File: src/rtl/itlb_pkg.sv
// Shared types and constants for the instruction TLB.
// Contents:
//   pte_t            Sv32 leaf PTE as returned by the L2 TLB walker
//   itlb_4kb_entry_t 4KB-page array entry {tag, PPN, U, X, A, valid}
//   itlb_4mb_entry_t 4MB-page array entry {tag, PPN1, U, X, A, valid}
//   miss_state_t     miss FSM states
package itlb_pkg;

    localparam int unsigned ITLB_4KBPAGE_ENTRIES = 32;
    localparam int unsigned ITLB_4KBPAGE_ASSOC   = 2;
    localparam int unsigned ITLB_4KBPAGE_SETS    = ITLB_4KBPAGE_ENTRIES / ITLB_4KBPAGE_ASSOC;
    localparam int unsigned ITLB_4MBPAGE_ENTRIES = 4;

    // 4KB: index VPN[3:0], tag VPN[19:4]. 4MB: index VPN[11:10], tag VPN[19:12].
    localparam int unsigned ITLB_4KB_INDEX_W = 4;
    localparam int unsigned ITLB_4KB_TAG_W   = 16;
    localparam int unsigned ITLB_4MB_INDEX_W = 2;
    localparam int unsigned ITLB_4MB_TAG_W   = 8;

    typedef struct packed {
        logic [11:0] ppn1;
        logic [9:0]  ppn0;
        logic [1:0]  rsw;
        logic        d;
        logic        a;
        logic        g;
        logic        u;
        logic        x;
        logic        w;
        logic        r;
        logic        v;
    } pte_t;

    typedef struct packed {
        logic [ITLB_4KB_TAG_W-1:0] tag;
        logic [21:0]               ppn;
        logic                      u;
        logic                      x;
        logic                      a;
        logic                      valid;
    } itlb_4kb_entry_t;

    typedef struct packed {
        logic [ITLB_4MB_TAG_W-1:0] tag;
        logic [11:0]               ppn1;
        logic                      u;
        logic                      x;
        logic                      a;
        logic                      valid;
    } itlb_4mb_entry_t;

    typedef enum logic [1:0] {
        StIdle,
        StReq,
        StWait
    } miss_state_t;

endpackage

File: src/rtl/itlb_miss_fsm.sv
// Single-outstanding miss handler between the ITLB and the L2 TLB.
// Holds the in-flight VPN, the discard flag for walks overtaken by a flush,
// and the one-entry fault record for walks that returned a page fault.
// Ports:
//   CLK, nRST            clock, synchronous active-low reset
//   lookup_miss/_vpn     lookup missed (no array or fault-record hit) and its VPN
//   flush_valid          sfence.vma
//   miss_req_*           walk request handshake to l2_tlb
//   miss_resp_*          walk result pulse from l2_tlb
//   fill_valid/_vpn      write the returned PTE into the arrays this cycle
//   fault_valid/_vpn     fault record contents
module itlb_miss_fsm
    import itlb_pkg::*;
(
    input  logic        CLK,
    input  logic        nRST,
    input  logic        lookup_miss,
    input  logic [19:0] lookup_vpn,
    input  logic        flush_valid,
    output logic        miss_req_valid,
    output logic [19:0] miss_req_VPN,
    input  logic        miss_req_ready,
    input  logic        miss_resp_valid,
    input  logic        miss_resp_page_fault,
    output logic        fill_valid,
    output logic [19:0] fill_vpn,
    output logic        fault_valid,
    output logic [19:0] fault_vpn
);

    miss_state_t state_q;
    logic        discard_q;

    // A flush in the response cycle wins over the fill.
    assign fill_valid = (state_q == StWait) && miss_resp_valid && !miss_resp_page_fault &&
                        !discard_q && !flush_valid;
    assign fill_vpn   = miss_req_VPN;

    always_ff @(posedge CLK) begin
        if (!nRST) begin
            state_q        <= StIdle;
            discard_q      <= 1'b0;
            miss_req_valid <= 1'b0;
            miss_req_VPN   <= '0;
            fault_valid    <= 1'b0;
            fault_vpn      <= '0;
        end else begin
            if (flush_valid) begin
                fault_valid <= 1'b0;
            end
            case (state_q)
                StIdle: begin
                    if (lookup_miss) begin
                        state_q        <= StReq;
                        miss_req_valid <= 1'b1;
                        miss_req_VPN   <= lookup_vpn;
                        // The missing lookup predates a same-cycle flush; its walk is stale.
                        discard_q      <= flush_valid;
                    end
                end
                StReq: begin
                    if (flush_valid) begin
                        discard_q <= 1'b1;
                    end
                    if (miss_req_ready) begin
                        state_q        <= StWait;
                        miss_req_valid <= 1'b0;
                    end
                end
                StWait: begin
                    if (flush_valid) begin
                        discard_q <= 1'b1;
                    end
                    if (miss_resp_valid) begin
                        state_q   <= StIdle;
                        discard_q <= 1'b0;
                        if (!discard_q && !flush_valid) begin
                            // A fault loads the record; a good fill retires any old one.
                            fault_valid <= miss_resp_page_fault;
                            if (miss_resp_page_fault) begin
                                fault_vpn <= miss_req_VPN;
                            end
                        end
                    end
                end
                default: state_q <= StIdle;
            endcase
        end
    end

endmodule

File: src/rtl/itlb.sv
// Instruction TLB: 1-cycle VPN->PPN translation for the fetch path.
// 4KB array: 2-way x 16 sets with 1 LRU bit per set; 4MB array: 4 direct-mapped entries.
// Ports:
//   CLK, nRST         clock, synchronous active-low reset
//   req_*             lookup request (registered, answered next cycle on resp_*)
//   resp_*            response: hit, PPN, instruction page fault
//   miss_req_*        walk request to l2_tlb
//   miss_resp_*       walk result from l2_tlb
//   flush_valid       sfence.vma, invalidate everything
module itlb
    import itlb_pkg::*;
(
    input  logic        CLK,
    input  logic        nRST,
    input  logic        req_valid,
    input  logic [19:0] req_VPN,
    input  logic        req_user_mode,
    output logic        resp_valid,
    output logic        resp_hit,
    output logic [21:0] resp_PPN,
    output logic        resp_page_fault,
    output logic        miss_req_valid,
    output logic [19:0] miss_req_VPN,
    input  logic        miss_req_ready,
    input  logic        miss_resp_valid,
    input  logic [31:0] miss_resp_pte,
    input  logic        miss_resp_superpage,
    input  logic        miss_resp_page_fault,
    input  logic        flush_valid
);

    logic            req_valid_q;
    logic [19:0]     req_vpn_q;
    logic            req_user_q;

    itlb_4kb_entry_t e4k_q [ITLB_4KBPAGE_ASSOC][ITLB_4KBPAGE_SETS];
    logic [ITLB_4KBPAGE_SETS-1:0] lru_q;  // lru_q[set] = way to evict next
    itlb_4mb_entry_t e4m_q [ITLB_4MBPAGE_ENTRIES];

    // Lookup against the registered request.
    logic [ITLB_4KB_INDEX_W-1:0] set_idx;
    logic [ITLB_4MB_INDEX_W-1:0] sp_idx;
    itlb_4kb_entry_t             way0, way1, sel4k;
    itlb_4mb_entry_t             spe;
    logic                        hit0, hit1, hit_4k, hit_sp, any_hit, hit_way;
    logic                        hit_u, hit_x, hit_a, perm_fault, fr_hit, lookup_miss;
    logic [21:0]                 hit_ppn;
    logic                        fault_valid;
    logic [19:0]                 fault_vpn;

    assign set_idx = req_vpn_q[3:0];
    assign sp_idx  = req_vpn_q[11:10];
    assign way0    = e4k_q[0][set_idx];
    assign way1    = e4k_q[1][set_idx];
    assign spe     = e4m_q[sp_idx];
    assign hit0    = way0.valid && (way0.tag == req_vpn_q[19:4]);
    assign hit1    = way1.valid && (way1.tag == req_vpn_q[19:4]);
    assign hit_4k  = hit0 || hit1;
    assign hit_way = !hit0;
    assign sel4k   = hit0 ? way0 : way1;
    assign hit_sp  = spe.valid && (spe.tag == req_vpn_q[19:12]);
    assign any_hit = hit_4k || hit_sp;

    // 4KB wins when both arrays match.
    always_comb begin
        hit_u   = spe.u;
        hit_x   = spe.x;
        hit_a   = spe.a;
        hit_ppn = {spe.ppn1, req_vpn_q[9:0]};
        if (hit_4k) begin
            hit_u   = sel4k.u;
            hit_x   = sel4k.x;
            hit_a   = sel4k.a;
            hit_ppn = sel4k.ppn;
        end
    end

    // Fetch requires X and A, and the U bit must match the privilege exactly.
    assign perm_fault = !hit_x || !hit_a || (req_user_q != hit_u);
    assign fr_hit     = fault_valid && (fault_vpn == req_vpn_q);
    assign lookup_miss = req_valid_q && !any_hit && !fr_hit;

    assign resp_valid      = req_valid_q;
    assign resp_hit        = req_valid_q && any_hit;
    assign resp_page_fault = req_valid_q && (any_hit ? perm_fault : fr_hit);
    assign resp_PPN        = resp_hit ? hit_ppn : '0;

    // Fill path.
    pte_t                        pte;
    logic                        fill_valid;
    logic [19:0]                 fill_vpn;
    logic [ITLB_4KB_INDEX_W-1:0] fill_set;
    logic                        fill_way;
    itlb_4kb_entry_t             new4k;
    itlb_4mb_entry_t             new4m;
    logic                        unused_pte;

    assign pte        = pte_t'(miss_resp_pte);
    assign unused_pte = ^{pte.rsw, pte.d, pte.g, pte.w, pte.r, pte.v};
    assign fill_set   = fill_vpn[3:0];

    always_comb begin
        if (!e4k_q[0][fill_set].valid) begin
            fill_way = 1'b0;
        end else if (!e4k_q[1][fill_set].valid) begin
            fill_way = 1'b1;
        end else begin
            fill_way = lru_q[fill_set];
        end
    end

    assign new4k = '{tag: fill_vpn[19:4], ppn: {pte.ppn1, pte.ppn0},
                     u: pte.u, x: pte.x, a: pte.a, valid: 1'b1};
    assign new4m = '{tag: fill_vpn[19:12], ppn1: pte.ppn1,
                     u: pte.u, x: pte.x, a: pte.a, valid: 1'b1};

    always_ff @(posedge CLK) begin
        if (!nRST) begin
            req_valid_q <= 1'b0;
            req_vpn_q   <= '0;
            req_user_q  <= 1'b0;
            lru_q       <= '0;
            for (int w = 0; w < ITLB_4KBPAGE_ASSOC; w++) begin
                for (int s = 0; s < ITLB_4KBPAGE_SETS; s++) begin
                    e4k_q[w][s] <= '0;
                end
            end
            for (int i = 0; i < ITLB_4MBPAGE_ENTRIES; i++) begin
                e4m_q[i] <= '0;
            end
        end else begin
            req_valid_q <= req_valid;
            req_vpn_q   <= req_VPN;
            req_user_q  <= req_user_mode;
            if (flush_valid) begin
                lru_q <= '0;
                for (int w = 0; w < ITLB_4KBPAGE_ASSOC; w++) begin
                    for (int s = 0; s < ITLB_4KBPAGE_SETS; s++) begin
                        e4k_q[w][s].valid <= 1'b0;
                    end
                end
                for (int i = 0; i < ITLB_4MBPAGE_ENTRIES; i++) begin
                    e4m_q[i].valid <= 1'b0;
                end
            end else begin
                if (req_valid_q && hit_4k && !perm_fault) begin
                    lru_q[set_idx] <= !hit_way;
                end
                // Placed after the hit update so a fill into the same set decides LRU.
                if (fill_valid) begin
                    if (miss_resp_superpage) begin
                        e4m_q[fill_vpn[11:10]] <= new4m;
                    end else begin
                        e4k_q[fill_way][fill_set] <= new4k;
                        lru_q[fill_set]           <= !fill_way;
                    end
                end
            end
        end
    end

    itlb_miss_fsm u_miss_fsm (
        .CLK                  (CLK),
        .nRST                 (nRST),
        .lookup_miss          (lookup_miss),
        .lookup_vpn           (req_vpn_q),
        .flush_valid          (flush_valid),
        .miss_req_valid       (miss_req_valid),
        .miss_req_VPN         (miss_req_VPN),
        .miss_req_ready       (miss_req_ready),
        .miss_resp_valid      (miss_resp_valid),
        .miss_resp_page_fault (miss_resp_page_fault),
        .fill_valid           (fill_valid),
        .fill_vpn             (fill_vpn),
        .fault_valid          (fault_valid),
        .fault_vpn            (fault_vpn)
    );

endmodule

File: config.mk
export PLATFORM = sky130hd
export DESIGN_NAME = itlb
export DESIGN_NICKNAME = d
export VERILOG_FILES = /design/src/rtl/itlb_pkg.sv /design/src/rtl/itlb_miss_fsm.sv /design/src/rtl/itlb.sv
export SDC_FILE = /design/constraint.sdc
export NUM_CORES = 2
export LEC_CHECK = 0
export CAP_MARGIN = 20
export CORE_MARGIN = 2
export CORE_UTILIZATION = 30
export CTS_BUF_LIST = sky130_fd_sc_hd__clkbuf_2 sky130_fd_sc_hd__clkbuf_4 sky130_fd_sc_hd__clkbuf_8
export DETAILED_ROUTE_END_ITERATION = 16
export DONT_BUFFER_PORTS = 1
export PLACE_DENSITY = 0.42
export SLEW_MARGIN = 20
export SYNTH_ARGS = -nofsm -noshare
export SYNTH_HDL_FRONTEND = slang
export SYNTH_SLANG_ARGS = --single-unit
export TNS_END_PERCENT = 1
File: constraint.sdc
create_clock -name CLK -period 8.85 [get_ports CLK]
set_input_delay 1.77 -clock CLK [delete_from_list [all_inputs] [get_ports CLK]]
set_output_delay 1.77 -clock CLK [all_outputs]
set_load 0.01 [all_outputs]
=== Yosys cells after proc, flatten, opt, wreduce, memory -nomap -nowiden ===
Memories as Yosys holds them, arrays and structs flattened. A register that Yosys moved wholly into a read port is not among the register bits.
Index checks and enable logic that the tools add are counted.

* Bits in registers: 83
* Bits in latches: 0
* Bits in writable memories: 1440
* Memory bits (read-only): 0
* Input bits: 61
* Output and inout bits: 46
* Word-level logic and storage cells: 218
* Memories: 2

{| class="wikitable"
|+ Memory list
! name !! depth !! width !! rd ports !! clocked after Yosys merged registers in !! write ports !! RTL line !! RTL
|-
| e4k_q || 2 || 672 || 2 || 0 || 2 || itlb.sv:36 || <nowiki>itlb_4kb_entry_t e4k_q [ITLB_4KBPAGE_ASSOC][ITLB_4KBPAGE_SETS];</nowiki>
|-
| e4m_q || 4 || 24 || 1 || 1 || 4 || itlb.sv:38 || <nowiki>itlb_4mb_entry_t e4m_q [ITLB_4MBPAGE_ENTRIES];</nowiki>
|}

* Add/subtract/negate cells: 0
* Multipliers: 0
* Div/mod/pow operators: 0
* Magnitude comparators: 7
* Equal/unequal tests: 10
* Shift operators: 0
* Mux-type cells: 108
* Bitwise operators: 39
* Reduce and logical (&&, ||, !) cells: 42

{| class="wikitable"
|+ Operators with widths
! cell !! count
|-
| two-way mux 672 bit || 3
|-
| binary-select mux 42 bit (select 4 bit) || 4
|-
| OR reduction 672 bit || 1
|-
| two-way mux 42 bit || 5
|-
| demux 42 bit (select 4 bit) || 1
|-
| two-way mux 16 bit || 5
|-
| two-way mux 1 bit || 72
|-
| two-way mux 22 bit || 2
|-
| bitwise OR 1 bit || 36
|-
| bitwise mux 16 bit || 2
|-
| equality test 16 bit || 2
|-
| two-way mux 26 bit || 1
|-
| two-way mux 24 bit || 1
|-
| OR reduction 24 bit || 1
|-
| equality test 20 bit || 1
|-
| logical AND 1 bit || 18
|-
| two-way mux 2 bit || 6
|-
| greater-or-equal comparator 5 bit (second input constant) || 2
|-
| less-than comparator 4 x 5 -> 1 bit (second input constant) || 2
|-
| NOT 4 -> 5 bit || 2
|-
| logical NOT 1 bit || 9
|-
| demux 1 bit (select 4 bit) || 2
|-
| equality test 8 bit || 1
|-
| greater-or-equal comparator 4 x 1 -> 1 bit (second input constant) || 2
|-
| 18 further kinds || 25
|}

=== Longest topological paths before layout ===
* Word-level depth: 19
* Mapped depth: 18
* Mapped depth without buffers: 10

=== Hierarchy ===
A second synthesis with hierarchy kept.

* Cell total of the unflattened synthesis: 4842
* Area, all modules: 70761.6 um^2

{| class="wikitable"
|+ Modules (own cells, without submodules)
! module !! instances !! cells each !! area an instance (um^2) !! seq. area each (um^2)
|-
| itlb || 1 || 4606 || 68747.2 || 43962.2
|-
| itlb_miss_fsm || 1 || 236 || 2014.4 || 900.9
|}

=== Worst setup path after synthesis ===
No wires, ideal clock.

* Path kind: input -> register
* From: input flush_valid
* To: memory e4k_q[0][379] (netlist name), enable pin
* Library setup time: 0.496 ns
* Data arrival time: 6.192 ns
* Required time: 8.354 ns
* Setup slack: 2.162 ns
* Cell stages on the path: 7
* Path buffers: 2
* Cells stage by stage: inv_1 -> nand4b_1 -> nor3_1 -> nand3_1 -> clkbuf_1 -> clkbuf_1 -> o21ai_0

{| class="wikitable"
|+ RTL lines
! what !! RTL line !! RTL
|-
| start, declared || itlb.sv:29 || <nowiki>input logic flush_valid</nowiki>
|-
| end, declared || itlb.sv:36 ||
|}

=== Worst setup path after layout ===
* From: register req_vpn_q[0]
* To: output resp_PPN[2]

* Cells in the longest elaborated chain, start to end: 10
* Elaborated cells between the ends (all ways): 17
* Those cells by class: eq/ne: 2; mux: 9; bitwise: 1; reduce/logical: 5

{| class="wikitable"
|+ Ends and longest elaborated chain
! what !! RTL line !! RTL
|-
| start, declared || itlb.sv:33 || <nowiki>logic [19:0] req_vpn_q;</nowiki>
|-
| start signal, assigned || itlb.sv:133 || <nowiki>req_vpn_q <= req_VPN;</nowiki>
|-
| NOT 4 -> 5 bit (implied by the code) * || itlb.sv:53, itlb.sv:54 ||
|-
| binary-select mux 42 bit (select 4 bit) (on tied branches) || itlb.sv:53, itlb.sv:54 ||
|-
| two-way mux 42 bit (on tied branches) (2 in series) || itlb.sv:53, itlb.sv:54 ||
|-
| equality test 16 bit (on tied branches) || itlb.sv:56, itlb.sv:57 ||
|-
| logical AND 1 bit (on tied branches) || itlb.sv:56, itlb.sv:57 ||
|-
| logical OR 1 bit * || itlb.sv:58 || <nowiki>assign hit_4k = hit0 || hit1;</nowiki>
|-
| logical OR 1 bit * || itlb.sv:62 || <nowiki>assign any_hit = hit_4k || hit_sp;</nowiki>
|-
| logical AND 1 bit * || itlb.sv:84 || <nowiki>assign resp_hit = req_valid_q && any_hit;</nowiki>
|-
| via resp_hit || itlb.sv:19 || <nowiki>output logic resp_hit,</nowiki>
|-
| two-way mux 22 bit * || itlb.sv:86 || <nowiki>assign resp_PPN = resp_hit ? hit_ppn : '0;</nowiki>
|-
| end, declared || itlb.sv:20 || <nowiki>output logic [21:0] resp_PPN,</nowiki>
|}

The timed path passes the listed nets; every way through them passes the cells marked *. The select of a mux whose other input is x is not followed.

==> impl_metrics.xml <==
<?xml version="1.0" encoding="UTF-8"?>
<metrics>
  <group name="hold_path">
    <metric name="worstHoldPathCells" unit="">1</metric>
    <metric name="holdCritPathClass" unit="">flop to flop</metric>
  </group>
  <group name="synth">
    <metric name="yosysMostFrequentCell" unit="">sky130_fd_sc_hd__edfxtp_1</metric>
    <metric name="synth.area.top_cells" unit="">sky130_fd_sc_hd__edfxtp_1 (61%), sky130_fd_sc_hd__mux4_2 (12%), sky130_fd_sc_hd__and2_1 (11%)</metric>
    <metric name="yosys.cell_types.count" unit="">86</metric>
    <metric name="synth_largest_type_area_fraction" unit="%">61.18</metric>
    <metric name="syn_inst" unit="">4798</metric>
    <metric name="post_synth_instance_area" unit="sq mm">0.07048</metric>
    <metric name="yosys.area_share.xor_xnor" unit="%">0.7829</metric>
    <metric name="synth_commonest_cells" unit="">sky130_fd_sc_hd__edfxtp_1 (1436), sky130_fd_sc_hd__and2_1 (1254), sky130_fd_sc_hd__clkbuf_1 (382), sky130_fd_sc_hd__mux4_2 (361), sky130_fd_sc_hd__nand2_1 (165)</metric>
    <metric name="postSynth.topFlopCell" unit="">sky130_fd_sc_hd__edfxtp_1</metric>
    <metric name="synth_seq_cells" unit="">1523</metric>
    <metric name="synth-simple-area-share" unit="%">15.89</metric>
    <metric name="fraction_of_the_yosys_area_taken_by_sequential_cells" unit="%">63.65</metric>
    <metric name="ys_async_sr_fraction" unit="%">0</metric>
    <metric name="synth-compound-area-share" unit="%">2.792</metric>
    <metric name="number_of_flops_mapped_to_enable_cells_by_yosys" unit="">1436</metric>
    <metric name="adder_cell_share_of_the_synthesized_area" unit="%">0.07101</metric>
    <metric name="yosys-mux-area-fraction" unit="%">13.66</metric>
    <metric name="combinational_family_with_the_most_area_after_synthesis" unit="">simple AND/OR/NAND/NOR gates</metric>
    <metric name="synth_top_cell_by_area" unit="">sky130_fd_sc_hd__edfxtp_1</metric>
    <metric name="syn_area_per_cell" unit="sq um">14.69</metric>
    <metric name="ys_warns" unit="">0</metric>
    <metric name="synth_nets" unit="">4863</metric>
  </group>
  <group name="global_route">
    <metric name="grt_usage" unit="%">21.31</metric>
    <metric name="global_route_wire_length_before_repair" unit="microns">353800</metric>
    <metric name="vias_in_the_first_global_route" unit="">42740</metric>
    <metric name="antenna_found_initial" unit="">26</metric>
    <metric name="grt_max_degree" unit="">84</metric>
    <metric name="grt_overflow" unit="">0</metric>
  </group>
  <group name="worst_setup_path">
    <metric name="worstPathMaxFanout" unit="">41</metric>
    <metric name="cp_common_cell" unit="">sky130_fd_sc_hd__buf_4</metric>
    <metric name="worst_r2r_path_depth" unit="">12</metric>
    <metric name="required" unit="ns">7.08</metric>
    <metric name="critical_path_arrival" unit="ns">6.56</metric>
    <metric name="critPathKind" unit="">flop to primary output</metric>
    <metric name="timing.critical_path.slowest_cell_delay" unit="ns">0.96</metric>
    <metric name="critical_path.startpoint_type" unit="">flop</metric>
    <metric name="critical-path-slowest-cell" unit="">sky130_fd_sc_hd__dfxtp_4</metric>
    <metric name="crit_chain" unit="">buf_4, mux4_2, xnor2_1, or4_1, o21ai_0, a31o_2, nor3b_1, nand3_1, nand2_1, o21a_2, a21boi_1, buf_4</metric>
    <metric name="end_kind" unit="">primary output</metric>
  </group>
  <group name="timing">
    <metric name="finalHoldViolCount" unit="">0</metric>
    <metric name="timing.setup.tns" unit="ns">0</metric>
    <metric name="finish_stage_setup_viols" unit="">0</metric>
    <metric name="max-slew-margin-rel" unit="%">21.26</metric>
    <metric name="period_needed" unit="ns">8.326</metric>
    <metric name="slew_at_the_pin_with_the_worst_max_slew_slack" unit="ns">1.181</metric>
    <metric name="final.period_utilization" unit="%">94.08</metric>
    <metric name="setup_repair_after_global_routing_missed_its_margin" unit="">false</metric>
    <metric name="final-max-slew-violation-count" unit="">0</metric>
    <metric name="post-route-worst-setup-slack" unit="ns">0.5238</metric>
    <metric name="clock_skew" unit="ns">0.1004</metric>
    <metric name="max_freq" unit="MHz">120.1</metric>
  </group>
  <group name="route">
    <metric name="dr_total_vias" unit="">41720</metric>
    <metric name="wl" unit="microns">254800</metric>
    <metric name="viasPerCell" unit="">5.125</metric>
    <metric name="drt_pre_antenna_iters" unit="">6</metric>
    <metric name="remaining_routing_drc_violations" unit="">0</metric>
    <metric name="first_iter_violations" unit="">4635</metric>
    <metric name="postRouteAntennaNets" unit="">0</metric>
    <metric name="routedWlPerCell" unit="microns">31.30</metric>
  </group>
  <group name="die">
    <metric name="design.portCount" unit="">107</metric>
    <metric name="die_h" unit="microns">488.7</metric>
    <metric name="starting_density" unit="%">30.22</metric>
    <metric name="die_w" unit="microns">488.7</metric>
    <metric name="placementRows" unit="">177</metric>
    <metric name="die_area" unit="sq mm">0.2388</metric>
    <metric name="core_area" unit="sq mm">0.2332</metric>
  </group>
  <group name="cts">
    <metric name="clk_transition_reported_paths" unit="ns">0.06</metric>
    <metric name="insertion_delay" unit="ns">1.06</metric>
    <metric name="ctsResizeCount" unit="">0</metric>
    <metric name="cts.root.buffer_cell" unit="">sky130_fd_sc_hd__clkbuf_8</metric>
    <metric name="numCtsBuffers" unit="">296</metric>
    <metric name="ctsHtreeMaxLevel" unit="">5</metric>
    <metric name="ctsLongestPathBuffers" unit="">4</metric>
    <metric name="cts_post_setup_buffers_inserted" unit="">0</metric>
    <metric name="cts_hold_buf" unit="">0</metric>
    <metric name="cts_tree" unit="">built</metric>
    <metric name="numClockSinks" unit="">1523</metric>
  </group>
  <group name="finish">
    <metric name="final_net_count" unit="">4842</metric>
    <metric name="post_route_cells_drive_above_1_share" unit="%">21.64</metric>
    <metric name="layout-area-overhead-vs-synth" unit="%">13.14</metric>
    <metric name="layout.cell_area.non_filler" unit="sq mm">0.07974</metric>
    <metric name="post_layout_nonfiller_instances" unit="">8141</metric>
  </group>
  <group name="power_and_ir_drop">
    <metric name="power_per_cell_area" unit="mW/mm^2">200.7</metric>
    <metric name="vdd.ir_drop.worst" unit="mV">0.1258</metric>
    <metric name="leakage" unit="nW">28.46</metric>
    <metric name="finalPower" unit="mW">16.00</metric>
  </group>
  <group name="outcome">
    <metric name="outcome" unit="">completed</metric>
  </group>
  <group name="job">
    <metric name="drv.max_cap_violation_count" unit="">0</metric>
  </group>
  <group name="place">
    <metric name="dp_slack" unit="ns">1.405</metric>
    <metric name="detailed_place_hpwl" unit="microns">141500</metric>
    <metric name="dpl-instance-area" unit="sq mm">0.07426</metric>
    <metric name="placed_cells_incl_taps" unit="">7611</metric>
    <metric name="port_buffers" unit="">0</metric>
    <metric name="routabilityCongestion" unit="">0.8053</metric>
  </group>
</metrics>
==> where the power goes <==
group	switching (mW)	internal [mW]
logic	0.671	0.371
registers	0.111	8.10
clock network	3.11	3.64
==> final cells by class <==
cell class | instances | area [sq um]
sequential | 1523 | 44890
antenna | 24 | 60.06
timing repair buffer | 165 | 1346
inverter | 29 | 113.9
fill | 22450 | 153500
multi-input combinational | 2762 | 23990
clock inverter | 96 | 429.2
tap | 3132 | 3919
clock buffer | 410 | 4986
==> state kept, by name, summed over array words and instances, names as in the netlist <==
signal                     count
u_miss_fsm.discard_q           1
u_miss_fsm.fault_vpn          20
req_user_q                     1
u_miss_fsm.fault_valid         1
req_vpn_q                     20
lru_q                         16
e4m_q                         96
u_miss_fsm.fill_vpn           20
resp_valid                     1
u_miss_fsm.state_q             2
u_miss_fsm.miss_req_valid      1
e4k_q                       1344
==> layout by cell type, fill, tap and decap left out, types with 19 or more instances in the layout <==
master	netlist	final
sky130_fd_sc_hd__nor4_1	24	24
sky130_fd_sc_hd__mux4_2	361	361
sky130_fd_sc_hd__a21oi_1	49	49
sky130_fd_sc_hd__edfxtp_1	1436	1436
sky130_fd_sc_hd__nor3_1	73	63
sky130_fd_sc_hd__o211a_1	22	22
sky130_fd_sc_hd__nor2_4	0	26
sky130_fd_sc_hd__nand3_1	62	61
sky130_fd_sc_hd__o21ai_4	0	21
sky130_fd_sc_hd__o21ai_0	77	56
sky130_fd_sc_hd__and2_1	1254	1254
sky130_fd_sc_hd__dfxtp_1	87	73
sky130_fd_sc_hd__and3_1	132	131
sky130_fd_sc_hd__clkinv_1	1	75
sky130_fd_sc_hd__clkbuf_8	0	305
sky130_fd_sc_hd__diode_2	0	24
sky130_fd_sc_hd__nor2_1	97	71
sky130_fd_sc_hd__a31oi_1	24	24
sky130_fd_sc_hd__mux2i_1	119	119
sky130_fd_sc_hd__xnor2_1	47	47
sky130_fd_sc_hd__clkbuf_4	0	105
sky130_fd_sc_hd__inv_1	26	25
sky130_fd_sc_hd__nand2b_1	27	19
sky130_fd_sc_hd__buf_4	17	157
sky130_fd_sc_hd__nand2_1	165	161
==> per-layer routing <==
metal | share of wire, % | track usage, % | vias to the layer above
met2 | 46 | 33.66 | 1541
met3 | 6.9 | 4.458 | 355
li1 | - | - | 17730
met1 | 44 | 29.64 | 22090
met5 | 0 | 0 | -
met4 | 2.5 | 5.784 | 0
==> worst max-delay path, delay by kind of cell, from the launching register on <==
family                 cells  cell delay [ns]
buffers and inverters      2             0.75
AND/OR/NAND/NOR            4             1.29
AO/OA/AOI/OAI              4             1.68
multiplexers               1             0.57
flip-flops                 1             0.96
XOR/XNOR                   1             0.13
==> cell families after synthesis <==
kind of cell,count (synthesis)
muxes,494
adders and majority gates,4
buffers and inverters,513
and+or+nand+nor,1910
AOI/OAI and AO/OA,291
DFF,1523
xor gates and xnor gates,63
==> metrics by stage <==
stage,utilization (%),hold WS [ns]
3_5_place_dp,31.85,0.4354
2_1_floorplan,-,0.4211
5_1_grt,34.18,0.4660
3_3_place_gp,31.83,0.4307
6_report,34.19,0.4460
4_1_cts,34.17,0.4485
==> path summary, 6_finish.rpt <==
kind	start	end	slack (ns)
min	e4m_q[1][0]$_SDFFE_PP1P_	e4m_q[1][0]$_SDFFE_PP1P_	0.45
max	req_vpn_q[0]$_SDFF_PN0_	resp_PPN[2]	0.52
min reg2reg	e4m_q[1][0]$_SDFFE_PP1P_	e4m_q[1][0]$_SDFFE_PP1P_	0.45
max reg2reg	u_miss_fsm.fill_vpn[1]$_SDFFE_PN0P_	e4k_q[1][98]$_SDFFCE_PN0P_	3.22
Note: power is estimated with default switching activity, not from simulation.
